**config.mk**
```make
export PLATFORM = sky130hd
export DESIGN_NAME = fir_coeff_loader
export DESIGN_NICKNAME = d
export VERILOG_FILES = /design/src/rtl/fir_pkg.sv /design/src/rtl/sync_edge.sv /design/src/rtl/fir_coeff_loader.sv
export SDC_FILE = /design/constraint.sdc
export NUM_CORES = 1
export LEC_CHECK = 0
export ABC_AREA = 1
export BUFFER_PORTS_ARGS = -buffer_cell sky130_fd_sc_hd__buf_2
export CORE_AREA = 2 2 125 127
export DETAILED_ROUTE_END_ITERATION = 8
export DIE_AREA = 0 0 127 129
export SLEW_MARGIN = 20
export SYNTH_ARGS = -nofsm -noshare
export SYNTH_HDL_FRONTEND = slang
export SYNTH_SLANG_ARGS = --single-unit
```
**constraint.sdc**
```tcl
create_clock -name clk -period 2 [get_ports clk]
set_input_delay 0 -clock clk [delete_from_list [all_inputs] [get_ports clk]]
set_output_delay 0 -clock clk [all_outputs]
set_load 0.05 [all_outputs]
```
**src/rtl/fir_pkg.sv**
```systemverilog
// Shared constants, header field layout and state encoding for the FIR coefficient loader.
package fir_pkg;

  localparam int NTAPS = 4;
  localparam int CW    = 8;
  localparam logic [NTAPS*CW-1:0] RST_COEFFS = 32'h061C1C06;

  localparam int HDR_WR     = 7;
  localparam int HDR_RSV_LO = 4;
  localparam int RSV_W      = 3;
  localparam int HDR_TAP_LO = 2;
  localparam int TAP_W      = 2;
  localparam int HDR_CNT_LO = 0;
  localparam int CNT_W      = 2;

  typedef enum logic [2:0] {IDLE, HDR, DATA, DONE, ERR} state_t;

  typedef logic [CW-1:0] coef_t;

endpackage

```
**src/rtl/sync_edge.sv**
```systemverilog
// Multi-flop synchroniser for an asynchronous pin with single-cycle rise/fall pulses.
module sync_edge #(
  parameter int   STAGES  = 2,
  parameter logic RST_VAL = 1'b0
) (
  input  logic clk,
  input  logic rst_n,
  input  logic din,
  output logic rise,
  output logic fall
);

  logic [STAGES-1:0] chain;
  logic              last;

  always_ff @(posedge clk or negedge rst_n) begin
    if (!rst_n) begin
      chain <= {STAGES{RST_VAL}};
      last  <= RST_VAL;
    end else begin
      chain <= {chain[STAGES-2:0], din};
      last  <= chain[STAGES-1];
    end
  end

  assign rise = chain[STAGES-1] & ~last;
  assign fall = ~chain[STAGES-1] & last;

endmodule

```
**src/rtl/fir_coeff_loader.sv**
```systemverilog
// Serial write/read-back port for the FIR tap coefficients; writes land in a shadow set
// and are committed atomically when a well-formed write frame ends.
module fir_coeff_loader #(
  parameter int NTAPS       = 4,
  parameter int CW          = 8,
  parameter int SYNC_STAGES = 2,
  parameter logic [NTAPS*CW-1:0] RST_COEFFS = 32'h061C1C06
) (
  input  logic                clk,
  input  logic                rst_n,
  input  logic                ena,
  input  logic                sclk,
  input  logic                cs_n,
  input  logic                mosi,
  output logic                miso,
  output logic                miso_oe,
  output logic [NTAPS*CW-1:0] coeffs,
  output logic                coeff_upd,
  output logic                frame_err
);

  import fir_pkg::*;

  logic sclk_rise, sclk_fall, cs_fall, cs_rise;
  logic cs_start, cs_end;
  logic [SYNC_STAGES-1:0] mosi_sync;
  logic mosi_s;

  state_t state, nxt;
  logic [2:0]       bit_cnt;
  logic [CW-1:0]    shift, tx, byte_in;
  logic             is_write;
  logic [TAP_W-1:0] tap, tap_nxt;
  logic [CNT_W-1:0] left;
  logic [NTAPS-1:0][CW-1:0] active, shadow;
  logic bit_in, hdr_done, data_byte, commit, discard, reload, oe;

  sync_edge #(.STAGES(SYNC_STAGES), .RST_VAL(1'b0)) u_sclk (
    .clk(clk), .rst_n(rst_n), .din(sclk), .rise(sclk_rise), .fall(sclk_fall)
  );

  sync_edge #(.STAGES(SYNC_STAGES), .RST_VAL(1'b1)) u_cs (
    .clk(clk), .rst_n(rst_n), .din(cs_n), .rise(cs_rise), .fall(cs_fall)
  );

  // A fall and rise seen together is a glitch and starts/ends nothing.
  assign cs_start = cs_fall & ~cs_rise;
  assign cs_end   = cs_rise & ~cs_fall;
  assign mosi_s   = mosi_sync[SYNC_STAGES-1];
  assign byte_in  = {shift[CW-2:0], mosi_s};
  assign tap_nxt  = tap + 1'b1;
  assign coeffs   = active;
  assign miso_oe  = oe;

  always_ff @(posedge clk or negedge rst_n) begin
    if (!rst_n) state <= IDLE;
    else        state <= nxt;
  end

  always_comb begin
    nxt = state;
    if (!ena) begin
      nxt = IDLE;
    end else begin
      case (state)
        IDLE: if (cs_start) nxt = HDR;
        HDR: begin
          if (cs_end) nxt = IDLE;
          else if (sclk_rise && bit_cnt == 3'd7)
            nxt = (byte_in[HDR_RSV_LO +: RSV_W] != '0) ? ERR : DATA;
        end
        DATA: begin
          if (cs_end) nxt = IDLE;
          else if (sclk_rise && bit_cnt == 3'd7 && left == '0) nxt = DONE;
        end
        DONE: begin
          if (cs_end) nxt = IDLE;
          else if (sclk_rise) nxt = ERR;
        end
        ERR:     if (cs_end) nxt = IDLE;
        default: nxt = IDLE;
      endcase
    end
  end

  always_comb begin
    bit_in    = 1'b0;
    hdr_done  = 1'b0;
    data_byte = 1'b0;
    commit    = 1'b0;
    discard   = 1'b0;
    reload    = 1'b1;
    if (ena) begin
      bit_in    = sclk_rise && !cs_end && (state == HDR || state == DATA);
      hdr_done  = bit_in && state == HDR && bit_cnt == 3'd7;
      data_byte = bit_in && state == DATA && bit_cnt == 3'd7;
      commit    = cs_end && state == DONE && is_write;
      discard   = cs_end && (state == HDR || state == DATA || state == ERR);
      reload    = discard;
    end
    oe = !is_write && (state == DATA || state == DONE);
  end

  always_ff @(posedge clk or negedge rst_n) begin
    if (!rst_n) begin
      mosi_sync <= '0;
      bit_cnt   <= '0;
      shift     <= '0;
      tx        <= '0;
      is_write  <= 1'b0;
      tap       <= '0;
      left      <= '0;
      active    <= RST_COEFFS;
      shadow    <= RST_COEFFS;
      miso      <= 1'b0;
      coeff_upd <= 1'b0;
      frame_err <= 1'b0;
    end else begin
      mosi_sync <= {mosi_sync[SYNC_STAGES-2:0], mosi};
      coeff_upd <= commit;
      frame_err <= discard;
      if (commit) active <= shadow;
      // Outside a write frame the shadow always mirrors the active set.
      if (reload) shadow <= active;
      else if (data_byte && is_write) shadow[tap] <= byte_in;

      if (state == IDLE && nxt == HDR) bit_cnt <= '0;
      else if (bit_in) begin
        shift   <= byte_in;
        bit_cnt <= bit_cnt + 3'd1;
      end

      // Read data is preloaded on the byte-completing rise and shifted out on falls.
      if (hdr_done) begin
        is_write <= byte_in[HDR_WR];
        tap      <= byte_in[HDR_TAP_LO +: TAP_W];
        left     <= byte_in[HDR_CNT_LO +: CNT_W];
        tx       <= active[byte_in[HDR_TAP_LO +: TAP_W]];
      end else if (data_byte) begin
        tap  <= tap_nxt;
        left <= left - 1'b1;
        tx   <= (left == '0) ? '0 : active[tap_nxt];
      end else if (sclk_fall && oe) begin
        tx <= {tx[CW-2:0], 1'b0};
      end

      if (nxt == IDLE || nxt == ERR) miso <= 1'b0;
      else if (sclk_fall && oe) miso <= tx[CW-1];
    end
  end

endmodule

```
# Word level (Yosys, flattened, before mapping)

Cells that the tools add are included.

Flip-flop bits (word level): 101
Output and inout bits: 36
Logic and storage cells: 120

Add/sub/neg operators: 3
$lt $le $gt $ge: 4
Eq/ne operators: 7
Muxes and demuxes: 38
Bitwise gates (word level): 13
Reductions and logical operators: 32

Operators by type and width:

| operator                                                    | number |
|---|---|
| two-way mux 32 bit                                          | 2 |
| two-way mux 8 bit                                           | 7 |
| two-way mux 3 bit                                           | 12 |
| binary-select mux 8 bit (select 2 bit)                      | 2 |
| bitwise mux 32 bit                                          | 1 |
| demux 8 bit (select 2 bit)                                  | 1 |
| logical AND 1 bit                                           | 16 |
| one-hot mux 3 bit (5 select lines)                          | 1 |
| == test 3 bit (second input constant)                       | 3 |
| less-than comparator 2 x 3 -> 1 bit (second input constant) | 3 |
| two-way mux 1 bit                                           | 8 |
| two-way mux 2 bit                                           | 4 |
| nonzero test 2 bit                                          | 4 |
| NOT 1 bit                                                   | 7 |
| AND 1 bit                                                   | 6 |
| == test 3 x 1 -> 1 bit (second input constant)              | 2 |
| == test 3 x 2 -> 1 bit (second input constant)              | 2 |
| zero test 3 bit                                             | 2 |
| nonzero test 3 bit                                          | 2 |
| logical OR 1 bit                                            | 4 |
| adder 3 x 1 -> 3 bit (second input constant)                | 1 |
| adder 2 x 1 -> 2 bit (second input constant)                | 1 |
| >= comparator 2 x 1 -> 1 bit (second input constant)        | 1 |
| zero test 1 bit                                             | 2 |
| 3 further kinds                                             | 3 |

# Depth between registers and ports, before layout

Depth in word-level cells: 13
Mapped depth: 13
Gate-level depth less buffers: 13

# Cells and area by module

From an unflattened synthesis, not the netlist that was laid out.

Cell total of the unflattened synthesis: 743
Area, all modules: 5490.3 µm²

Modules (own cells, without submodules):

| module              | instances | cells an instance | area each (µm²) | seq. area each (µm²) |
|---|---|---|---|---|
| fir_coeff_loader    | 1         | 729               | 5306.3          | 2402.3 |
| sync_edge at u_cs   | 1         | 7                 | 93.8            | 78.8 |
| sync_edge at u_sclk | 1         | 7                 | 90.1            | 75.1 |

# Worst setup path after synthesis

No wires, ideal clock.

Path kind: register -> register
Start: register state[2]
End: register tx[1]
Library setup time: 0.083 ns
Arrival time: 1.958 ns
Slack: -0.041 ns
Stages on the path, launching flop included: 10
Period minus slack after synthesis: 2.041 ns
Path through: dfrtp_1 inv_2 nand2_1 nor2_1 nand3_1 inv_1 nor2_1 inv_1 nand3_1 o21ai_0

RTL lines:

| what                                    | RTL line                | source |
|---|---|---|
| from (decl)                             | fir_coeff_loader.sv:29  | `state_t state, nxt;` |
| from (signal assigned)                  | fir_coeff_loader.sv:57  | `else state <= nxt;` |
| == test 3 x 2 -> 1 bit                  | fir_coeff_loader.sv:101 | `oe = !is_write && (state == DATA \|\| state == DONE);` |
| logical OR 1 bit (*)                    | fir_coeff_loader.sv:101 |  |
| logical AND 1 bit (*)                   | fir_coeff_loader.sv:101 |  |
| net miso_oe                             | fir_coeff_loader.sv:16  | `output logic miso_oe,` |
| logical AND 1 bit (*)                   | fir_coeff_loader.sv:143 | `end else if (sclk_fall && oe) begin` |
| nonzero test 3 bit (no source line) (*) | -                       |  |
| to (signal assigned)                    | fir_coeff_loader.sv:138 | `tx <= active[byte_in[HDR_TAP_LO +: TAP_W]];` |
| to (signal assigned)                    | fir_coeff_loader.sv:142 | `tx <= (left == '0) ? '0 : active[tap_nxt];` |
| to (signal assigned)                    | fir_coeff_loader.sv:144 | `tx <= {tx[CW-2:0], 1'b0};` |
| to (decl)                               | fir_coeff_loader.sv:31  | `logic [CW-1:0] shift, tx, byte_in;` |

Mark *: on every way through the listed nets, which the timed path passes. The rest lies on a longest branch.
A chain may end at the register's enable or synchronous reset.

# Worst setup path after layout

Start: register bit_cnt[0]
End: register shadow[28] in the netlist's numbering

Longest elaborated chain between the ends: 5

Ends and longest elaborated chain:

| what                                | RTL line                | source |
|---|---|---|
| from (decl)                         | fir_coeff_loader.sv:30  | `logic [2:0] bit_cnt;` |
| from (signal assigned)              | fir_coeff_loader.sv:130 | `bit_cnt <= bit_cnt + 3'd1;` |
| == test 3 bit                       | fir_coeff_loader.sv:96  | `data_byte = bit_in && state == DATA && bit_cnt == 3'd7;` |
| logical AND 1 bit                   | fir_coeff_loader.sv:96  |  |
| two-way mux 1 bit                   | fir_coeff_loader.sv:93  | `if (ena) begin` |
| logical AND 1 bit                   | fir_coeff_loader.sv:125 | `else if (data_byte && is_write) shadow[tap] <= byte_in;` |
| nonzero test 2 bit (no source line) | -                       |  |
| to (signal assigned)                | fir_coeff_loader.sv:124 | `if (reload) shadow <= active;` |
| to (signal, indexed assignment)     | fir_coeff_loader.sv:125 |  |
| to (decl)                           | fir_coeff_loader.sv:35  | `logic [NTAPS-1:0][CW-1:0] active, shadow;` |

Every way passes these cells.

==> run metrics <==
area grow syn2layout 18.7%; critical path peak fanout 6; grt total ovfl 0; Worst setup EP type flip-flop; placed cells 911; Worst-Skew Late Latency 360 ps; Crit-path slowest cell dfrtp_1; Worst Hold Class input pin to flip-flop; Post-synth top cells 290 x nand2_1, 78 x dfrtp_1, 76 x o21ai_0; routed wire length 14.5 mm; initial antenna violation count 0; setup_tns 0 ps; CTS tree yes; Crit. path cell count 12; critical path's largest stage delay 370 ps; Slew @ Worst Pin 556 ps; Synth top area share 37.7%; Ports 42; LEAKAGE 0.00312 µW; yosys warns 0; Cells after Synth 687; port buffer count 41; antenna fix cells 0; largest cells by area after synthesis dfrtp_1 38%, nand2_1 21%, dfstp_2 12%; via count 4,638; Initial DRT Pass Iterations 5; Crit Path Category flip-flop to flip-flop; Worst Skew 13.3 ps; sequential share of power 50.5%; Max-cap violations 0; combinational share of power 10.6%; Buf+Inv Stages, Crit Path 3; Root Driver clkbuf_16; final setup vio count 0; Pint 3150 µW; prevailing post-synth register cell dfrtp_1; clk slew on worst S/H paths 70 ps; Max Root-Sink Buffers 2; Reg-to-Reg Start bit_cnt[0]; Crit. Startpoint bit_cnt[0]; number of synthesized flops with an enable pin 0; Worst Path Required 2230 ps; DRT iter0 DRCs 390; All-Layer GR Usage 18.3%; Die ar. 16,400 µm²; Seq cells post-synth 101; Psw 1170 µW; switch share 27.1%; GPL Wtd Cong 0.857; H-Tree Depth 3; CORE AREA 15,000 µm²; Critical Path Start Type flip-flop; worst path arrival time 2090 ps; Max IR drop VDD 0.420 mV; CP top delay family simple AND/OR/NAND/NOR gates; status finished, final reports clean; Initial Util 34.5%; vias in the first global route 4,378; first-pass GRT wire length 23.3 mm; pin count of the biggest net entering global routing 41; Setup crit end shadow[28]; synth unique cells 31; routed len/inst 15.4 µm; TritonCTS Buffers 9; Core Rows 45; Tcrit/Tclk final 92.8%; final hold vios 0; slew margin rel. 62.9%; biggest area consumer among synthesized cells dfrtp_1; Tot Pwr 4320 µW; drt via density 4.93; Die Wd 127 µm; Mapped Avg Cell Area 7.53 µm²; Fmax achieved 0.539 GHz; r2r endpoint shadow[28]; asr flop ratio synth 100%; post-synthesis sequential area ratio 49.4%; CP cell instances ha_1, ha_2, nand3_2, inv_2, nand3_2, inv_4, nand2_4, nor2_4, nor2_4, buf_4, nand2_1, nand3_1; Die Span Y 129 µm; worst hold slack 63.4 ps; Synth Cell Area 5170 µm²; PwrDens 704 nW/µm²; dpl hpwl 10.4 mm; Max Slew Vio Count 0; top-count cell post-synth nand2_1; Finished Layout Cells 941; Post-layout nets 761; crit path time final 1860 ps; Worst R2R Setup Slack 140 ps; clock sinks 101; DRT antenna net count 0; clock share of power 38.9%; share of layout cells above drive strength 1 18.9%; # DRC 0; Reg2Reg Depth 12; post-synth net total 700
## placed cells by master (no fill, tap or decap), types with 2 or more instances in the layout
cell type	synthesis	routed
nor2_1	26	23
buf_2	5	40
a21oi_1	35	35
nand3b_1	8	8
buf_4	0	26
ha_1	7	5
clkbuf_16	0	9
nand4_1	2	2
dfrtp_1	78	78
clkbuf_1	17	2
o21ai_0	76	76
nand2_4	1	3
inv_1	50	47
nor2_2	1	4
dfstp_2	23	23
nand3_1	35	34
nor2_4	5	5
nand2_2	4	3
clkinv_4	0	2
buf_12	0	3
nor3_1	2	2
nand3_2	2	3
inv_2	8	9
nand2_1	290	288
ha_2	0	2
dlygate4sd3_1	0	4
o22ai_1	2	2
## metal layers
layer	up-vias	global-route usage, %	share of wire (%)
met5	-	0	0
met4	0	6.79	2.5
met3	23	3.16	5.8
met2	164	27.9	45
met1	2142	26.4	47
li1	2309	-	-
## worst register-to-register path: stages (launching register included)
cell,delay [ps]
dfrtp_1,370
ha_1,160
ha_2,200
nand3_2,110
inv_2,80
nand3_2,100
inv_4,100
nand2_4,100
nor2_4,190
nor2_4,80
buf_4,140
nand2_1,50
nand3_1,70
## registers in the layout (all words and copies together), names as in the netlist
signal,flops
u_cs.chain,2
tap,2
miso,1
coeffs,32
u_sclk.chain,2
u_cs.last,1
mosi_sync,2
shift,7
bit_cnt,3
is_write,1
frame_err,1
shadow,32
state,3
tx,8
left,2
u_sclk.last,1
coeff_upd,1
## repair_timing
action | CTS | global route
hold endpoints to repair | 37 | 0
resized for setup | 0 | 16
setup buffers | 0 | 10
hold buffers | 4 | 0
endpoints found under the setup margin | 0 | 38
## worst min path at each step
stage | depth (start not counted) | slack, ps | from | to
final | 3 | 60 | ena | frame_err
after global routing | 3 | 80 | ena | frame_err
after CTS | 3 | 40 | ena | frame_err
after detailed placement | 1 | 4 | rst_n | u_sclk.chain[0]
after global placement | 1 | 2 | rst_n | u_sclk.chain[0]
after floorplan | 0 | -300 | rst_n | bit_cnt[0]
## power by group through the flow
stage               registers [µW]  logic (µW)  clock network [µW]
global route                  2190         511                1810
finish                        2180         457                1680
CTS                           2180         441                1730
detailed placement            2220         432                   0
global placement              2220         433                   0
floorplan                     2200         268                   0
## through the flow
stage	utilization [%]	instance area [µm²]	setup slack [ps]
floorplan	-	5170	116
global placement	38.0	5690	19.3
detailed placement	38.0	5690	12.6
CTS	40.1	6010	8.68
global route	41.0	6140	-31.4
finish	41.0	6140	143
## cells by family after synthesis
kind of cell / after synthesis / share of synthesized area, %
AND/OR/NAND/NOR: 379 / 30.8
AO/OA/AOI/OAI: 117 / 11.7
flip-flops: 101 / 49.4
buffers and inverters: 83 / 6.29
adder cells (fa/ha/maj): 7 / 1.69
## layout make-up
type	instances	area, µm²
fillers	1553	8840
flip-flops and latches	101	2560
multi-input cells	503	2340
repair buffers	74	507
clock buffers	12	246
well taps	188	235
inverters	59	228
clock inverters	4	31.3
Power figures use the tool's default switching activity.
